### src/rtl/ama_riscv_load_req_ctrl_pkg.sv
// Shared types and constants for the load request controller and its alignment checker.
package ama_riscv_load_req_ctrl_pkg;

  localparam int unsigned XLEN  = 32;
  localparam int unsigned OFF_W = 2;
  localparam int unsigned F3_W  = 3;

  typedef enum logic [1:0] {
    ST_IDLE  = 2'd0,
    ST_ISSUE = 2'd1,
    ST_WAIT  = 2'd2,
    ST_DRAIN = 2'd3
  } state_t;

  // RV32I load funct3 encodings
  localparam logic [F3_W-1:0] F3_LB  = 3'b000;
  localparam logic [F3_W-1:0] F3_LH  = 3'b001;
  localparam logic [F3_W-1:0] F3_LW  = 3'b010;
  localparam logic [F3_W-1:0] F3_LBU = 3'b100;
  localparam logic [F3_W-1:0] F3_LHU = 3'b101;

  // Access width carried in funct3[1:0]
  localparam logic [1:0] WID_BYTE = 2'b00;
  localparam logic [1:0] WID_HALF = 2'b01;
  localparam logic [1:0] WID_WORD = 2'b10;

  // Request context handed to load_shift_mask
  typedef struct packed {
    logic [F3_W-1:0]  funct3;
    logic [OFF_W-1:0] offset;
  } load_ctx_t;

  function automatic logic f3_legal(input logic [F3_W-1:0] f3);
    return (f3 == F3_LB) || (f3 == F3_LH) || (f3 == F3_LW) ||
           (f3 == F3_LBU) || (f3 == F3_LHU);
  endfunction

  function automatic logic [XLEN-1:0] word_align(input logic [XLEN-1:0] a);
    return {a[XLEN-1:2], 2'b00};
  endfunction

endpackage

### src/rtl/ama_riscv_load_align_chk.sv
// Combinational legality/alignment check for an RV32I load request.
module ama_riscv_load_align_chk
  import ama_riscv_load_req_ctrl_pkg::*;
(
  input  logic [OFF_W-1:0] addr,
  input  logic [F3_W-1:0]  funct3,
  output logic             misaligned
);

  logic [1:0] wid;
  assign wid = funct3[1:0];

  // Bytes never fault; halfwords may not straddle the word; words must be aligned
  always_comb begin
    misaligned = 1'b0;
    if (!f3_legal(funct3)) begin
      misaligned = 1'b1;
    end else if ((wid == WID_HALF) && (addr == 2'd3)) begin
      misaligned = 1'b1;
    end else if ((wid == WID_WORD) && (addr != 2'd0)) begin
      misaligned = 1'b1;
    end
  end

endmodule

### src/rtl/ama_riscv_load_req_ctrl.sv
// Load request controller: accepts EX-stage loads, issues word reads and forwards data to load_shift_mask.
module ama_riscv_load_req_ctrl
  import ama_riscv_load_req_ctrl_pkg::*;
(
  input  logic             clk,
  input  logic             rst_n,
  input  logic             req_valid,
  output logic             req_ready,
  input  logic [XLEN-1:0]  req_addr,
  input  logic [F3_W-1:0]  req_funct3,
  input  logic             flush,
  output logic             mem_req_valid,
  input  logic             mem_req_ready,
  output logic [XLEN-1:0]  mem_addr,
  input  logic             mem_rsp_valid,
  input  logic [XLEN-1:0]  mem_rsp_data,
  output logic             lsm_en,
  output logic [OFF_W-1:0] lsm_offset,
  output logic [F3_W-1:0]  lsm_width,
  output logic [XLEN-1:0]  lsm_data,
  output logic             misalign,
  output logic             spurious_rsp
);

  state_t          state, state_nxt;
  load_ctx_t       ctx, ctx_nxt;
  logic            mem_req_valid_nxt;
  logic [XLEN-1:0] mem_addr_nxt;
  logic            lsm_en_nxt;
  logic [XLEN-1:0] lsm_data_nxt;
  logic            misalign_nxt;
  logic            spurious_nxt;
  logic            misaligned_c;
  logic            accept_c;

  ama_riscv_load_align_chk u_align_chk (
    .addr       (req_addr[1:0]),
    .funct3     (req_funct3),
    .misaligned (misaligned_c)
  );

  // Ready must follow flush within the cycle and stay low while reset is held
  assign req_ready = rst_n && (state == ST_IDLE) && !flush;
  assign accept_c  = req_valid && req_ready;

  assign lsm_offset = ctx.offset;
  assign lsm_width  = ctx.funct3;

  always_comb begin
    state_nxt     = state;
    ctx_nxt       = ctx;
    mem_addr_nxt  = mem_addr;
    lsm_en_nxt    = 1'b0;
    lsm_data_nxt  = lsm_data;
    misalign_nxt  = 1'b0;
    spurious_nxt  = spurious_rsp;

    case (state)
      ST_IDLE: begin
        if (mem_rsp_valid) spurious_nxt = 1'b1;
        if (accept_c) begin
          if (misaligned_c) begin
            misalign_nxt = 1'b1;
          end else begin
            ctx_nxt.offset = req_addr[1:0];
            ctx_nxt.funct3 = req_funct3;
            mem_addr_nxt   = word_align(req_addr);
            state_nxt      = ST_ISSUE;
          end
        end
      end
      ST_ISSUE: begin
        // A handshake in the flush cycle still leaves a response in flight
        if (mem_rsp_valid) spurious_nxt = 1'b1;
        if (flush) begin
          state_nxt = mem_req_ready ? ST_DRAIN : ST_IDLE;
        end else if (mem_req_ready) begin
          state_nxt = ST_WAIT;
        end
      end
      ST_WAIT: begin
        if (mem_rsp_valid) begin
          state_nxt = ST_IDLE;
          if (!flush) begin
            lsm_data_nxt = mem_rsp_data;
            lsm_en_nxt   = 1'b1;
          end
        end else if (flush) begin
          state_nxt = ST_DRAIN;
        end
      end
      ST_DRAIN: begin
        if (mem_rsp_valid) state_nxt = ST_IDLE;
      end
      default: state_nxt = ST_IDLE;
    endcase

    mem_req_valid_nxt = (state_nxt == ST_ISSUE);
  end

  always_ff @(posedge clk or negedge rst_n) begin
    if (!rst_n) begin
      state         <= ST_IDLE;
      ctx           <= '0;
      mem_req_valid <= 1'b0;
      mem_addr      <= '0;
      lsm_en        <= 1'b0;
      lsm_data      <= '0;
      misalign      <= 1'b0;
      spurious_rsp  <= 1'b0;
    end else begin
      state         <= state_nxt;
      ctx           <= ctx_nxt;
      mem_req_valid <= mem_req_valid_nxt;
      mem_addr      <= mem_addr_nxt;
      lsm_en        <= lsm_en_nxt;
      lsm_data      <= lsm_data_nxt;
      misalign      <= misalign_nxt;
      spurious_rsp  <= spurious_nxt;
    end
  end

endmodule

### config.mk
export PLATFORM = sky130hd
export DESIGN_NAME = ama_riscv_load_req_ctrl
export DESIGN_NICKNAME = d
export VERILOG_FILES = /design/src/rtl/ama_riscv_load_req_ctrl_pkg.sv /design/src/rtl/ama_riscv_load_align_chk.sv /design/src/rtl/ama_riscv_load_req_ctrl.sv
export SDC_FILE = /design/constraint.sdc
export NUM_CORES = 1
export LEC_CHECK = 0
export BUFFER_PORTS_ARGS = -buffer_cell sky130_fd_sc_hd__buf_2
export CAP_MARGIN = 20
export CORE_ASPECT_RATIO = 1.5
export CORE_MARGIN = 8
export CORE_UTILIZATION = 43
export DETAILED_ROUTE_END_ITERATION = 6
export HOLD_SLACK_MARGIN = 0.02
export PLACE_DENSITY = 0.76
export REMOVE_ABC_BUFFERS = 1
export SLEW_MARGIN = 10
export SYNTH_ARGS = -nofsm -noshare
export SYNTH_HDL_FRONTEND = slang
export SYNTH_SLANG_ARGS = --single-unit
### constraint.sdc
create_clock -name clk -period 4 [get_ports clk]
set_input_delay 0.4 -clock clk [delete_from_list [all_inputs] [get_ports clk]]
set_output_delay 0.4 -clock clk [all_outputs]
set_load 0.01 [all_outputs]
==> flow_summary.rst <==
.. list-table::
   :header-rows: 1

   * - Metric
     - Value
   * - Outcome
     - finished clean
   * - Critical path's largest stage delay
     - around 0.48 ns
   * - Portion of total power attributed to sequential cells
     - 0.429
   * - Final hold vios
     - 0
   * - Quantity of hold-fixing buffers added after cts
     - 0
   * - Final Core Density
     - 0.587
   * - Max-slew violation count
     - 0
   * - Number of buffers between clock root and the deepest sink
     - 2
   * - Worst-Margin Slew
     - about 0.88 ns
   * - Design internal power
     - ~2000 uW
   * - Final critical delay including setup and external delays
     - between 1.5 and 2 ns
   * - Peak VDD IR
     - 342 uV
   * - Total number of vias
     - between 1500 and 2000
   * - HP Class
     - primary input to register
   * - Gate power share
     - 0.346
   * - Area growth, synth to finish
     - 35.1%
   * - Final-layout fill cell count
     - 568
   * - Sinks on Clock Net
     - 73
   * - Mapped Cells
     - 170
   * - Post-Syn Area
     - 0.00292 mm2
   * - Standby leakage power
     - between 0.002 and 0.0025 uW
   * - Total CTS buffers
     - 9
   * - Number of top-level pins
     - roughly 150
   * - Share of synthesized cell area in and, or, nand and nor gates
     - 0.0386
   * - Distinct cell type count of the synthesized netlist
     - 25
   * - Data arrival at the endpoint of the critical path
     - 2.19 ns
   * - Synth top area share
     - 0.627
   * - Wire length after detailed routing
     - ~6.6 mm
   * - Final critical-path share of the clock period
     - 0.492
   * - Number of max-cap violations
     - 0
   * - Met1 WL
     - 2.55 mm
   * - Synth area leader
     - dfrtp_1
   * - Die ar.
     - between 0.009 and 0.01 mm2
   * - Clock Skew
     - approximately 0.0090 ns
   * - Clock edge transition at the registers on the reported setup and hold paths
     - 0.08 ns
   * - Final critical-path setup slack
     - 2.03 ns
   * - Core region area
     - 0.00671 mm2
   * - RR Startpoint
     - state[0]$_DFF_PN0_
   * - Avg Synthesized Cell Area
     - around 17 um2
   * - Adder and majority cell fraction of the synthesized area
     - 0
   * - PnR Total Power
     - 2850 uW
   * - Worst hold path startpoint
     - req_addr[11]
   * - Type of the worst setup path
     - register to register
   * - Switching power share of the total
     - 0.299
   * - Max H-tree Level
     - 3
   * - Remaining DRCs
     - 0
   * - Initial antenna violation count
     - 0
   * - Placement Setup Slack
     - approximately 1.9 ns
   * - Clk Tree Root Cell
     - clkbuf_8
   * - Flip-flop and latch count after synthesis
     - between 70 and 80
   * - Worst Setup End Kind
     - register
   * - Startpoint class of the critical path
     - register
   * - Gr ovfl total
     - 0
   * - Met3 layer wire length in the routed design
     - just under 700 um
   * - Clk network pwr share
     - 0.225
   * - Number of violations reported at the end of detailed-routing iteration 0
     - 52
   * - Share of the synthesized netlist area taken by xor and xnor gates
     - 0
   * - First-pass GRT wire length
     - 10.6 mm
   * - Maximum number of pins on one net before global-route repair
     - 74
   * - Yosys Warn Count
     - 0
   * - Std cell rows
     - 37
   * - Areal power density over the cells
     - a little over 700 mW/mm2
   * - Port Buffer Count
     - around 140
   * - Slowest CP cell
     - dfrtp_1
   * - Final Net Count
     - around 390
   * - Vias per cell
     - 4.69
   * - Sum of negative setup slack
     - 0 ns
   * - Initial Utilization
     - 0.434
   * - Largest family of logic cells by synthesized area
     - multiplexers
   * - Die Y
     - approximately 120 um
   * - Clock Latency Late Sink
     - between 0.3 and 0.4 ns
   * - Ordered list of cells on the worst path
     - nor4b_4 -> o311ai_4 -> buf_4 -> mux2_4
   * - Tightest slew margin relative to the limit
     - 0.411
   * - Crit path from
     - state[0]$_DFF_PN0_
   * - Combined global-route utilization of all metal layers
     - 0.136
   * - Max Clock Freq
     - 0.508 GHz
   * - DRT antenna net count
     - 0
   * - Data required time at the worst endpoint
     - between 4 and 5 ns
   * - Via count of the first global-routing pass
     - around 2200
   * - RSZ-0062 raised after global routing
     - no
   * - Post-synthesis mux area share
     - 0.290
   * - Part of the Yosys area used for sequential elements
     - 0.627
   * - WL per Instance
     - 16.3 um
   * - Area fraction in compound gates after synthesis
     - 0.0206
   * - Post-Route Hold Slack
     - 0.289 ns
   * - Postcts setup bufs
     - 0
   * - CTS resizes
     - 0
   * - Final Wtd Congestion
     - 0.751
   * - Top cells by area, synth
     - dfrtp_1 63%, mux2_2 15%, mux2_4 14%, buf_6 1.2%, o311ai_4 0.90%
   * - Psw
     - around 850 uW
   * - Amount of wire on met2 after detailed routing
     - approximately 3.3 mm
   * - Fraction of layout cells with a size suffix above 1
     - 0.715
   * - TritonCTS clock tree
     - done
   * - Drt pass-1 iters
     - 4
   * - Die X
     - between 80 and 90 um
   * - Uppermost layer routed
     - met4
   * - Final-report setup violation count
     - 0
   * - Biggest fanout along the worst timing path
     - 32
## sequential cells by signal (all words and copies together), names as in the netlist
signal,flops
lsm_en,1
mem_addr,30
misalign,1
lsm_offset,2
lsm_width,3
mem_req_valid,1
spurious_rsp,1
lsm_data,32
state,2
## area by class of cell
type / instances / area [um2] / area share
inverters: 1 / 3.75 / 0.000953
clock inverters: 4 / 75.1 / 0.0191
repair buffers: 147 / 746 / 0.189
multi-input cells: 89 / 1030 / 0.262
flip-flops and latches: 73 / 1830 / 0.464
diodes: 1 / 2.50 / 0.000636
clock buffers: 12 / 155 / 0.0394
well taps: 78 / 97.6 / 0.0248
## critical path, delay by kind of cell, from the launching register on
kind | cells | cell delay [ns]
flops | 1 | 0.48
buf+inv | 1 | 0.35
mux | 1 | 0.35
compound gates | 1 | 0.23
simple gates | 1 | 0.43
## cells in the final DEF, fill, tap and decap left out, types with 2 or more instances in the layout
cell type / count
buf_2: 143
dfrtp_1: 73
mux2_2: 39
mux2_4: 27
clkbuf_8: 11
nand2_1: 4
buf_4: 4
nand4_1: 2
conb_1: 2
bufinv_16: 2
clkinvlp_4: 2
## logic make-up after synthesis
group / Yosys count
flip-flops: 73
multiplexers: 66
AND/OR/NAND/NOR: 15
buffers and inverters: 9
AO/OA/AOI/OAI: 6
other: 1
## layer usage
metal / global-route usage / vias to the layer above
li1: - / 903
met1: 0.143 / 902
met2: 0.219 / 90
met3: 0.0810 / 5
met4: 0.0518 / 0
met5: 0 / -
## power groups by stage
stage	Sequential (uW)	Clock [uW]	Combinational (uW)
after global placement	1220	0	990
after floorplan	1390	0	385
after CTS	1230	666	1010
final	1220	643	987
after global routing	1270	705	1070
after detailed placement	1240	0	1020
## Yosys cell counts, drive strengths merged
library cell  count
buf               8
nand4             2
o2bb2ai           1
or4b              1
nand3b            1
o21bai            1
nand2b            1
mux2             66
a21o              1
a21oi             1
o21ai             1
nor4b             1
nor4              2
nand2             4
nor3              2
nor2              1
dfrtp            73
conb              1
inv               1
o311ai            1
## worst paths after layout
check	to	slack, ns	depth (start not counted)
max reg2reg	mem_addr[14]$_DFFE_PN0P_	2.03	4
min	mem_addr[11]$_DFFE_PN0P_	0.29	2
min reg2reg	spurious_rsp$_DFFE_PN0P_	0.46	1
max	mem_addr[14]$_DFFE_PN0P_	2.03	4
max in group asynchronous	mem_addr[7]$_DFFE_PN0P_	3.14	2
min in group asynchronous	lsm_data[0]$_DFFE_PN0P_	0.30	2
## metrics by stage
| step | instance area (um2) | cells |
|---|---|---|
| after global routing | 3940 | 404 |
| final | 3940 | 405 |
| after detailed placement | 3700 | 388 |
| after CTS | 3940 | 404 |
| after floorplan | 2860 | 163 |
| after global placement | 3700 | 388 |
Power figures use the tool's default switching activity.
